==> config.mk <==
export PLATFORM = sky130hd
export DESIGN_NAME = alu_share_arb
export DESIGN_NICKNAME = d
export VERILOG_FILES = /design/src/rtl/alu_share_arb.sv
export SDC_FILE = /design/constraint.sdc
export NUM_CORES = 1
export LEC_CHECK = 0
export CAP_MARGIN = 20
export CORE_UTILIZATION = 37
export CTS_BUF_LIST = sky130_fd_sc_hd__clkbuf_2 sky130_fd_sc_hd__clkbuf_4 sky130_fd_sc_hd__clkbuf_8
export CTS_CLUSTER_SIZE = 20
export DETAILED_ROUTE_END_ITERATION = 10
export PLACE_DENSITY_LB_ADDON = 0.25
export SETUP_SLACK_MARGIN = 0.05
export SYNTH_ARGS = -nofsm -noshare
export SYNTH_HDL_FRONTEND = slang
export SYNTH_SLANG_ARGS = --single-unit
==> constraint.sdc <==
create_clock -name clk -period 1.9 [get_ports clk]
set_input_delay 0.285 -clock clk [delete_from_list [all_inputs] [get_ports clk]]
set_output_delay 0.285 -clock clk [all_outputs]
set_load 0.01 [all_outputs]
==> src/rtl/alu_share_arb.sv <==
// rtl/alu_share_arb.sv - round-robin arbiter and two-stage issue/response sequencer for the shared ALU
module alu_share_arb #(
    parameter int              W       = 32,
    parameter int              SELW    = 4,
    parameter logic [SELW-1:0] ALU_ADD = '0
) (
    input  logic            clk,
    input  logic            rst_n,
    input  logic            req0_valid,
    output logic            req0_ready,
    input  logic [W-1:0]    req0_a,
    input  logic [W-1:0]    req0_b,
    input  logic [SELW-1:0] req0_sel,
    input  logic            req1_valid,
    output logic            req1_ready,
    input  logic [W-1:0]    req1_a,
    input  logic [W-1:0]    req1_b,
    input  logic [SELW-1:0] req1_sel,
    output logic [W-1:0]    alu_a,
    output logic [W-1:0]    alu_b,
    output logic [SELW-1:0] alu_sel,
    input  logic [W-1:0]    alu_result,
    input  logic            alu_zero,
    output logic            rsp_valid,
    input  logic            rsp_ready,
    output logic            rsp_id,
    output logic [W-1:0]    rsp_data,
    output logic            rsp_zero
);

    logic            r_s1_valid;
    logic            r_s1_id;
    logic [W-1:0]    r_alu_a;
    logic [W-1:0]    r_alu_b;
    logic [SELW-1:0] r_alu_sel;
    logic            r_rsp_valid;
    logic            r_rsp_id;
    logic [W-1:0]    r_rsp_data;
    logic            r_rsp_zero;
    logic            r_last_id;

    logic w_stall;
    logic w_grant0;
    logic w_grant1;
    logic w_acc0;
    logic w_acc1;

    // A held response freezes the whole pipe so the ALU inputs, and thus its output, stay put.
    assign w_stall  = r_rsp_valid & ~rsp_ready;
    assign w_grant0 = req0_valid & (~req1_valid | r_last_id);
    assign w_grant1 = req1_valid & (~req0_valid | ~r_last_id);

    assign req0_ready = w_grant0 & ~w_stall;
    assign req1_ready = w_grant1 & ~w_stall;
    assign w_acc0     = req0_valid & req0_ready;
    assign w_acc1     = req1_valid & req1_ready;

    always_ff @(posedge clk or negedge rst_n) begin
        if (!rst_n) begin
            r_s1_valid  <= 1'b0;
            r_s1_id     <= 1'b0;
            r_alu_a     <= '0;
            r_alu_b     <= '0;
            r_alu_sel   <= ALU_ADD;
            r_rsp_valid <= 1'b0;
            r_rsp_id    <= 1'b0;
            r_rsp_data  <= '0;
            r_rsp_zero  <= 1'b0;
            r_last_id   <= 1'b1;
        end else if (!w_stall) begin
            r_rsp_valid <= r_s1_valid;
            if (r_s1_valid) begin
                r_rsp_data <= alu_result;
                r_rsp_zero <= alu_zero;
                r_rsp_id   <= r_s1_id;
            end
            r_s1_valid <= w_acc0 | w_acc1;
            if (w_acc0) begin
                r_alu_a   <= req0_a;
                r_alu_b   <= req0_b;
                r_alu_sel <= req0_sel;
                r_s1_id   <= 1'b0;
                r_last_id <= 1'b0;
            end else if (w_acc1) begin
                r_alu_a   <= req1_a;
                r_alu_b   <= req1_b;
                r_alu_sel <= req1_sel;
                r_s1_id   <= 1'b1;
                r_last_id <= 1'b1;
            end
        end
    end

    assign alu_a     = r_alu_a;
    assign alu_b     = r_alu_b;
    assign alu_sel   = r_alu_sel;
    assign rsp_valid = r_rsp_valid;
    assign rsp_id    = r_rsp_id;
    assign rsp_data  = r_rsp_data;
    assign rsp_zero  = r_rsp_zero;

endmodule

Yosys cells after proc, flatten, opt, wreduce, memory -nomap -nowiden:

Cells that the tools add are included.

* register bits after elaboration: 106
* input bits: 174
* output and inout bits: 105
* word-level logic and storage cells: 36

* multiplexer cells: 8
* bitwise operators: 15
* reduce and logical (&&, ||, !) cells: 3

Operators with widths (count)
* 2-to-1 mux 32 bit: 4
* 2-to-1 mux 4 bit: 2
* AND 1 bit: 7
* inverter 1 bit: 5
* AND reduction 2 bit: 2
* bitwise OR 1 bit: 3
* 2-to-1 mux 1 bit: 2
* nonzero test 2 bit: 1

Depth between registers and ports, before layout:

Gate-level depths: netlist (run 1).

* depth in word-level cells: 7
* depth in mapped cells: 7
* mapped depth without buffers: 3

Worst setup path before layout (run 1):

OpenSTA, ideal clock, no wires.

* kind: flip-flop to output port
* from: register r_rsp_valid (netlist: rsp_valid)
* to: output port req1_ready
* arrival: 1.378 ns
* required time: 1.615 ns
* path slack: 0.237 ns
* cell stages (with the launch flop): 6
* buffers on the path: 2
* cell sequence: dfrtp_1 > nand2b_1 > clkbuf_1 > clkbuf_1 > nand2_1 > a21oi_1

* cells in the longest elaborated chain, start to end: 3

Ends and longest elaborated chain
* start, declared: line 36 `logic r_rsp_valid;`
* start signal, assigned: line 71 `r_rsp_valid <= r_s1_valid;`
* AND 1 bit: line 49 `assign w_stall = r_rsp_valid & ~rsp_ready;`
* inverter 1 bit (no line)
* AND 1 bit: line 54 `assign req1_ready = w_grant1 & ~w_stall;`
* end, declared: line 15 `output logic req1_ready,`

No other way between the ends.

Worst setup path in the final report (run 1):

* from: input port req1_valid
* to: register r_alu_b[13] (netlist: alu_b[13])

* cells in the longest elaborated chain, start to end: 7
* elaborated cells on any way between the ends: 11
* classes of those cells: mux: 1; bitwise: 8; reduce/logical: 2

Ends and longest elaborated chain
* start, declared: line 14 `input logic req1_valid,`
* inverter 1 bit: line 50 `assign w_grant0 = req0_valid & (~req1_valid | r_last_id);`
* bitwise OR 1 bit: line 50
* AND 1 bit: line 50
* AND 1 bit: line 53 `assign req0_ready = w_grant0 & ~w_stall;`
* AND 1 bit: line 55 `assign w_acc0 = req0_valid & req0_ready;`
* nonzero test 2 bit (no line)
* AND reduction 2 bit (no line)
* end signal, assigned: line 80 `r_alu_b <= req0_b;`
* end signal, assigned: line 86 `r_alu_b <= req1_b;`
* end, declared: line 34 `logic [W-1:0] r_alu_b;`

Parallel ways exist; a longest one is shown, timed or not.
A chain may end at the register's enable or synchronous reset.

==> metrics.cfg, run 1 <==
[sta]
clock_skew_ns = 0.01076
fmax_mhz = 567.1
finalHoldViolCount = 0
fin_crit_ns = 1.763
finalSetupViolCount = 0
worst_pin_slew_ns = 0.8432
grt_setup_unrepaired = yes
drv_slew = 0
tns_ns = 0
relSlewSlack = 0.4365
fin_crit_sh = 0.9280

[logic_synthesis]
ys_seq_elements = 106
synth_warnings = 0
synth-seq-area-share = 0.5322
synthArstFlopShare = 1.000
syn_area_per_cell_um2 = 10.28
syn_nets = 659
ys.flop_type = dfrtp_1
ys_types = 21
synth_edf_count = 0
synthCells = 485
synth_area_um2 = 4986

[clocking]
numCtsBuffers = 9
clock_path_buffers = 2
clock_latency_ns = 0.37
h-tree-depth = 3
cts_tree = built
clkSinkCount = 106
clock-root-buffer = clkbuf_8
clkTransAtPathRegs_ns = 0.10

[cells_and_area]
drive_above_1_share = 0.1065
register_area_um2 = 2654
fin_util = 0.6208
final_nets = 911
fillers = 1073
syn_to_final_growth_pct = 64.22
multiInputGateArea_um2 = 1868
num_antenna_cells = 0

[power_and_ir_drop]
ir_worst_vdd_uv = 376.4
power_frac_clock = 0.179
cellLeakagePower_uw = 0.003325
p_per_area_nw_per_um2 = 875.7
p_seq_frac = 0.425
swShare = 0.3157
p_int_uw = 4906
pwr-share-comb = 0.396
p_switching_uw = 2264

[outcome]
outcome = finished clean

[drt]
post_drt_wl_per_cell_um = 18.41
routed_wirelength_um = 16900
drtIter0Drc = 458
antenna_left = 0
first_pass_iters = 5
drc_errors = 0
vias = 5095
viasPerCell = 5.550

[grt]
grt_use_total = 0.2440
grt_overflow_total = 0
grt_pass1_wl_um = 26900
grt_pass1_vias = 5162
grt_max_degree = 69
grt_antenna_before_repair = 0

[floorplan]
die_w_um = 118.1
core_area_um2 = 13190
dieArea_um2 = 13940
fp-row-count = 42
io_pins = 279
initial_core_util = 0.3780
die_h_um = 118.1

[critical_path]
critical_path_class = in2reg
arrival_ns = 2.00
critPathRequiredTime_ns = 2.14
worstPathMaxFanout = 39
cp-start-kind = input port
cp-end-kind = flip-flop

[place]
dpl.hpwl_um = 11880
port_buffers = 278
gp_congestion = 0.7934

[min_path]
hold_path_class = in2async

[run]
max-cap-violations = 0

==> cell type report <==
type                       count  share of cell area
clock buffer                  10             0.01605
clock inverter                 6            0.005196
inverter                      69             0.03163
multi-input combinational    254              0.2281
sequential                   106              0.3241
tap                          176             0.02689
timing repair buffer         297              0.3680
==> routing by layer <==
metal | part of all wire | GRT usage | routed length [um] | vias to the layer above
li1 | - | - | - | 2308
met4 | 0.036 | 0.1154 | 612 | 0
met5 | 0 | 0 | 0 | -
met2 | 0.50 | 0.4210 | 8381 | 297
met1 | 0.39 | 0.2918 | 6666 | 2445
met3 | 0.073 | 0.04700 | 1236 | 45
==> power by group through the flow <==
stage	registers (uW)	logic [uW]	clock network, uW
6_report	3050	2840	1290
5_1_grt	3110	3020	1410
4_1_cts	3050	2850	1330
3_5_place_dp	3100	2850	0
3_3_place_gp	3060	2790	0
2_1_floorplan	3310	835	0
==> cells by family after synthesis <==
| kind of cell | share of synthesized area |
|---|---|
| buffers and inverters | 0.09962 |
| multiplexers | 0.07679 |
| flip-flops | 0.5322 |
| AND/OR/NAND/NOR | 0.09636 |
| AO/OA/AOI/OAI | 0.1950 |
==> state kept, by name, indices dropped and copies added (netlist names) <==
register and cells:
alu_a 32, rsp_data 32, alu_b 32, alu_sel 4
rsp_valid 1, r_last_id 1, r_s1_valid 1, rsp_id 1
rsp_zero 1, r_s1_id 1
==> cell usage after synthesis, types with 2 or more instances <==
library cell | number | area (um^2)
a21boi_0 | 2 | 15.01
buf_2 | 10 | 50.05
buf_6 | 2 | 22.52
clkbuf_1 | 44 | 165.2
dfrtp_1 | 105 | 2628
inv_1 | 69 | 259.0
mux2_2 | 34 | 382.9
nand2_1 | 4 | 15.01
nand2b_1 | 3 | 18.77
nand4_1 | 68 | 425.4
o21ai_0 | 68 | 340.3
o311ai_0 | 58 | 508.0
o311ai_1 | 10 | 87.58
==> layout by cell type, fill, tap and decap left out, types with 2 or more instances in the layout <==
| cell | synthesis | routed |
|---|---|---|
| nand2_1 | 4 | 4 |
| clkinvlp_4 | 0 | 2 |
| clkbuf_8 | 0 | 9 |
| dfrtp_1 | 105 | 105 |
| mux2_2 | 34 | 34 |
| a21boi_0 | 2 | 2 |
| inv_1 | 69 | 69 |
| o21ai_0 | 68 | 68 |
| clkdlybuf4s50_1 | 0 | 274 |
| o311ai_0 | 58 | 58 |
| clkinv_2 | 0 | 2 |
| buf_4 | 0 | 11 |
| nand2b_2 | 0 | 2 |
| o311ai_1 | 10 | 10 |
| buf_12 | 0 | 6 |
| nand4_1 | 68 | 68 |
==> timing repair <==
item / 4_1_cts / 5_1_grt
hold endpoints to repair: 37 / 0
gates resized for setup: 2 / 3
hold buffers: 1 / 0
pin swaps: 0 / 0
buffers inserted: 0 / 0
endpoints found under the setup margin: 5 / 61
==> metrics by stage <==
stage	instance area [um^2]	power [uW]	worst slack, ns	hold slack (ns)	instances
global placement	7979	5858	-0.4470	0.3065	900
CTS	8188	7234	0.02601	0.4591	918
detailed placement	8006	5944	-0.2880	0.3144	901
global route	8188	7550	0.04234	0.4816	918
finish	8188	7170	0.1367	0.4610	918
floorplan	4986	4140	0.2370	-0.01059	485
==> worst max-delay path, cell delays in order <==
cell and delay (ns):
clkdlybuf4s50_1 0.41, buf_4 0.17, nor2_4 0.67, buf_16 0.25, o21ai_0 0.11, o311ai_0 0.11
==> path summary, 6_finish.rpt <==
check                           cells past startpoint  slack [ns]                       to                  start
worst max-delay path                                6        0.14    alu_b[13]$_DFFE_PN0P_             req1_valid
worst min-delay path                                2        0.46  rsp_data[9]$_DFFE_PN0P_                  rst_n
worst max register to register                      4        0.15    alu_b[12]$_DFFE_PN0P_  r_last_id$_DFFE_PN1P_
worst min register to register                      2        0.51    r_last_id$_DFFE_PN1P_  r_last_id$_DFFE_PN1P_
max in group asynchronous                           3        0.73  rsp_data[6]$_DFFE_PN0P_                  rst_n
min in group clk                                    3        0.49     alu_a[0]$_DFFE_PN0P_              req1_a[0]
No activity file was read; power rests on OpenSTA's default activity.
==> inputs of run 2 (changes only) <==
CELL_PAD_IN_SITES_DETAIL_PLACEMENT = 1   (was unset)
CELL_PAD_IN_SITES_GLOBAL_PLACEMENT = 2   (was unset)
CORE_MARGIN = 4   (was unset)
CORE_UTILIZATION = 22   (was 37)
==> run 2 against run 1 <==
Largest power group unchanged. Via count decreased by 1.1%. Clock-buffer cell count grew 1. Critical path type is now in2out. Non-clock buffer count is 5 higher. Register-to-register slack hardly changed. Sequential cell count did not move. Critical path depth is 1 lower.
==> metrics.cfg, run 2 (synthesized netlist as in run 1, its figures left out) <==
[critical_path]
rr_worst_depth = 4  ; unchanged
r2r_end = alu_b[7]$_DFFE_PN0P_  ; was alu_b[12]$_DFFE_PN0P_
reg2reg_slack_ns = 0.15  ; about the same
arrival_ns = 1.50  ; was 2.00 ns
crit_path_max_incr_delay_ns = 0.53  ; was 0.67 ns
worstPathMaxFanout = 5  ; was 39
crit_chain = clkdlybuf4s50_1 > nand2b_4 > nand2_1 > a21oi_1 > dlygate4sd2_1  ; was clkdlybuf4s50_1 > buf_4 > nor2_4 > buf_16 > o21ai_0 > o311ai_0
cp-start-kind = input port  ; unchanged
critPathRequiredTime_ns = 1.62  ; was 2.14 ns
cp-end-kind = primary output  ; was flip-flop
regToRegStartpoint = r_last_id$_DFFE_PN1P_  ; unchanged
critical_path_class = in2out  ; was in2reg
slowest_stage = clkdlybuf4s50_1  ; was nor2_4

[place]
dpl.hpwl_um = 15500  ; was 11880 um
gp_congestion = 0.7587  ; was 0.7934
place_ws_ns = -0.3766  ; was -0.2880 ns
placed_cell_area_um2 = 8184  ; was 8006 um^2
place_inst = 1010  ; was 901
port_buffers = 278  ; unchanged

[cells_and_area]
fillers = 2443  ; was 1073
layout_common_cells = clkdlybuf4s50_1 (274), dfrtp_1 (105), inv_1 (69)  ; unchanged
drive_above_1_share = 0.1124  ; was 0.1065
register_area_um2 = 2654  ; unchanged
final_common_cell = clkdlybuf4s50_1  ; unchanged
finalInstanceArea_um2 = 8373  ; was 8188 um^2
syn_to_final_growth_pct = 67.93  ; was 64.22%
final_nets = 916  ; was 911
multiInputGateArea_um2 = 1873  ; was 1868 um^2
layout.cells.non_filler = 1028  ; was 918

[sta]
timing.final.ws_setup_ns = 0.1132  ; was 0.1367 ns
fmax_mhz = 559.7  ; was 567.1 MHz
worst_pin_slew_ns = 0.5837  ; was 0.8432 ns
finalHoldViolCount = 0  ; unchanged
finalSetupViolCount = 0  ; unchanged
relSlewSlack = 0.6109  ; was 0.4365
fin_crit_sh = 0.9404  ; was 0.9280
drv_slew = 0  ; unchanged
clock_skew_ns = 0.01332  ; was 0.01076 ns
grt_setup_unrepaired = yes  ; unchanged
fin_crit_ns = 1.787  ; was 1.763 ns

[drt]
antenna_left = 0  ; unchanged
post_drt_wl_per_cell_um = 20.65  ; was 18.41 um
vias = 5040  ; was 5095
first_pass_iters = 6  ; was 5
drc_errors = 0  ; unchanged
viasPerCell = 4.903  ; was 5.550
routed_wirelength_um = 21220  ; was 16900 um
drtIter0Drc = 189  ; was 458

[floorplan]
dieArea_um2 = 25140  ; was 13940 um^2
die_h_um = 158.5  ; was 118.1 um
core_area_um2 = 22030  ; was 13190 um^2
io_pins = 279  ; unchanged
die_w_um = 158.5  ; was 118.1 um
fp-row-count = 54  ; was 42
initial_core_util = 0.2264  ; was 0.3780

[run]
max-cap-violations = 0  ; unchanged

[clocking]
clkTransAtPathRegs_ns = 0.11  ; was 0.10 ns
cts_tree = built  ; unchanged
h-tree-depth = 3  ; unchanged
clkSinkCount = 106  ; unchanged
clock_latency_ns = 0.37  ; about the same
numCtsBuffers = 9  ; unchanged
clock_path_buffers = 2  ; unchanged
clock-root-buffer = clkbuf_8  ; unchanged

[grt]
grt_use_total = 0.1634  ; was 0.2440
grt_pass1_vias = 5508  ; was 5162
grt_pass1_wl_um = 31910  ; was 26900 um
grt_max_degree = 69  ; unchanged
grt_overflow_total = 0  ; unchanged
grt_antenna_before_repair = 0  ; unchanged

[min_path]
hold_path_class = in2async  ; unchanged

[power_and_ir_drop]
power_uw = 7348  ; was 7170 uW
p_per_area_nw_per_um2 = 877.6  ; was 875.7 nW/um^2
ir_worst_vdd_uv = 329.9  ; was 376.4 uV
cellLeakagePower_uw = 0.003360  ; was 0.003325 uW

[outcome]
outcome = finished clean  ; unchanged

-- run 2: cell count changes in the layout (fill, tap and decap cells not counted) --
cell,change
buf_16,-1
buf_6,-1
inv_6,+1
buf_12,+2
nand2b_2,-1
clkinv_4,-1
buf_4,+4
clkinv_2,-1
clkbuf_8,+1
clkbuf_4,+1
diode_2,+1
nand2b_4,+1
-- run 2: power breakdown --
| group | leakage (uW) | switching, uW | total (uW) | internal, uW |
|---|---|---|---|---|
| logic | 0.00202 | 1290 | 2950 | 1660 |
| clock network | 0.0000872 | 838 | 1350 | 516 |
| registers | 0.00125 | 271 | 3050 | 2780 |
| total | 0.00336 | 2400 | 7350 | 4950 |
-- run 2: layer usage --
metal / wire length [um] / track usage / up-vias / share of wire
met3: 1216 / 0.03534 / 19 / 0.057
li1: - / - / 2330 / -
met5: 0 / 0 / - / 0
met1: 8820 / 0.2089 / 2526 / 0.42
met2: 10840 / 0.2781 / 165 / 0.51
met4: 345 / 0.04752 / 0 / 0.016
-- run 2: metrics by stage --
step	hold WS [ns]	TNS, ns	utilization
after global routing	0.4607	-0.003198	0.3800
after floorplan	-0.01059	0	-
after CTS	0.4343	-0.7823	0.3799
after detailed placement	0.3314	-24.38	0.3716
final	0.4226	0	0.3801
after global placement	0.3218	-20.37	0.3716
-- run 2: worst max path at each step --
stage                                     start               endpoint  slack (ns)
after floorplan           rsp_valid$_DFFE_PN0N_             req1_ready        0.24
after global placement                rsp_ready  alu_a[26]$_DFFE_PN0P_       -0.28
after detailed placement              rsp_ready  alu_a[31]$_DFFE_PN0P_       -0.38
after CTS                 r_last_id$_DFFE_PN1P_  alu_a[31]$_DFFE_PN0P_       -0.07
after global routing      r_last_id$_DFFE_PN1P_   alu_b[7]$_DFFE_PN0P_      -0.003
final                                 rsp_ready             req1_ready        0.11
-- run 2: final cells by class --
class / count / area share
tap: 280 / 0.04184
clock buffer: 11 / 0.01659
timing repair buffer: 302 / 0.3652
multi-input combinational: 254 / 0.2237
clock inverter: 5 / 0.004483
inverter: 69 / 0.03093
antenna: 1 / 0.0002989
sequential: 106 / 0.3169
-- run 2: critical path, delay by kind of cell --
kind | cells | cell delay (ns)
AND/OR/NAND/NOR | 2 | 0.24
AO/OA/AOI/OAI | 1 | 0.11
buffers and inverters | 2 | 0.86
-- run 2: repair_timing --
item                                   CTS  global route
resized for setup                        2             4
endpoints found under the hold margin   62             0
hold buffers                             1             0
setup endpoints to repair               66            69
pin swaps                                0             0
setup buffers                            0             0
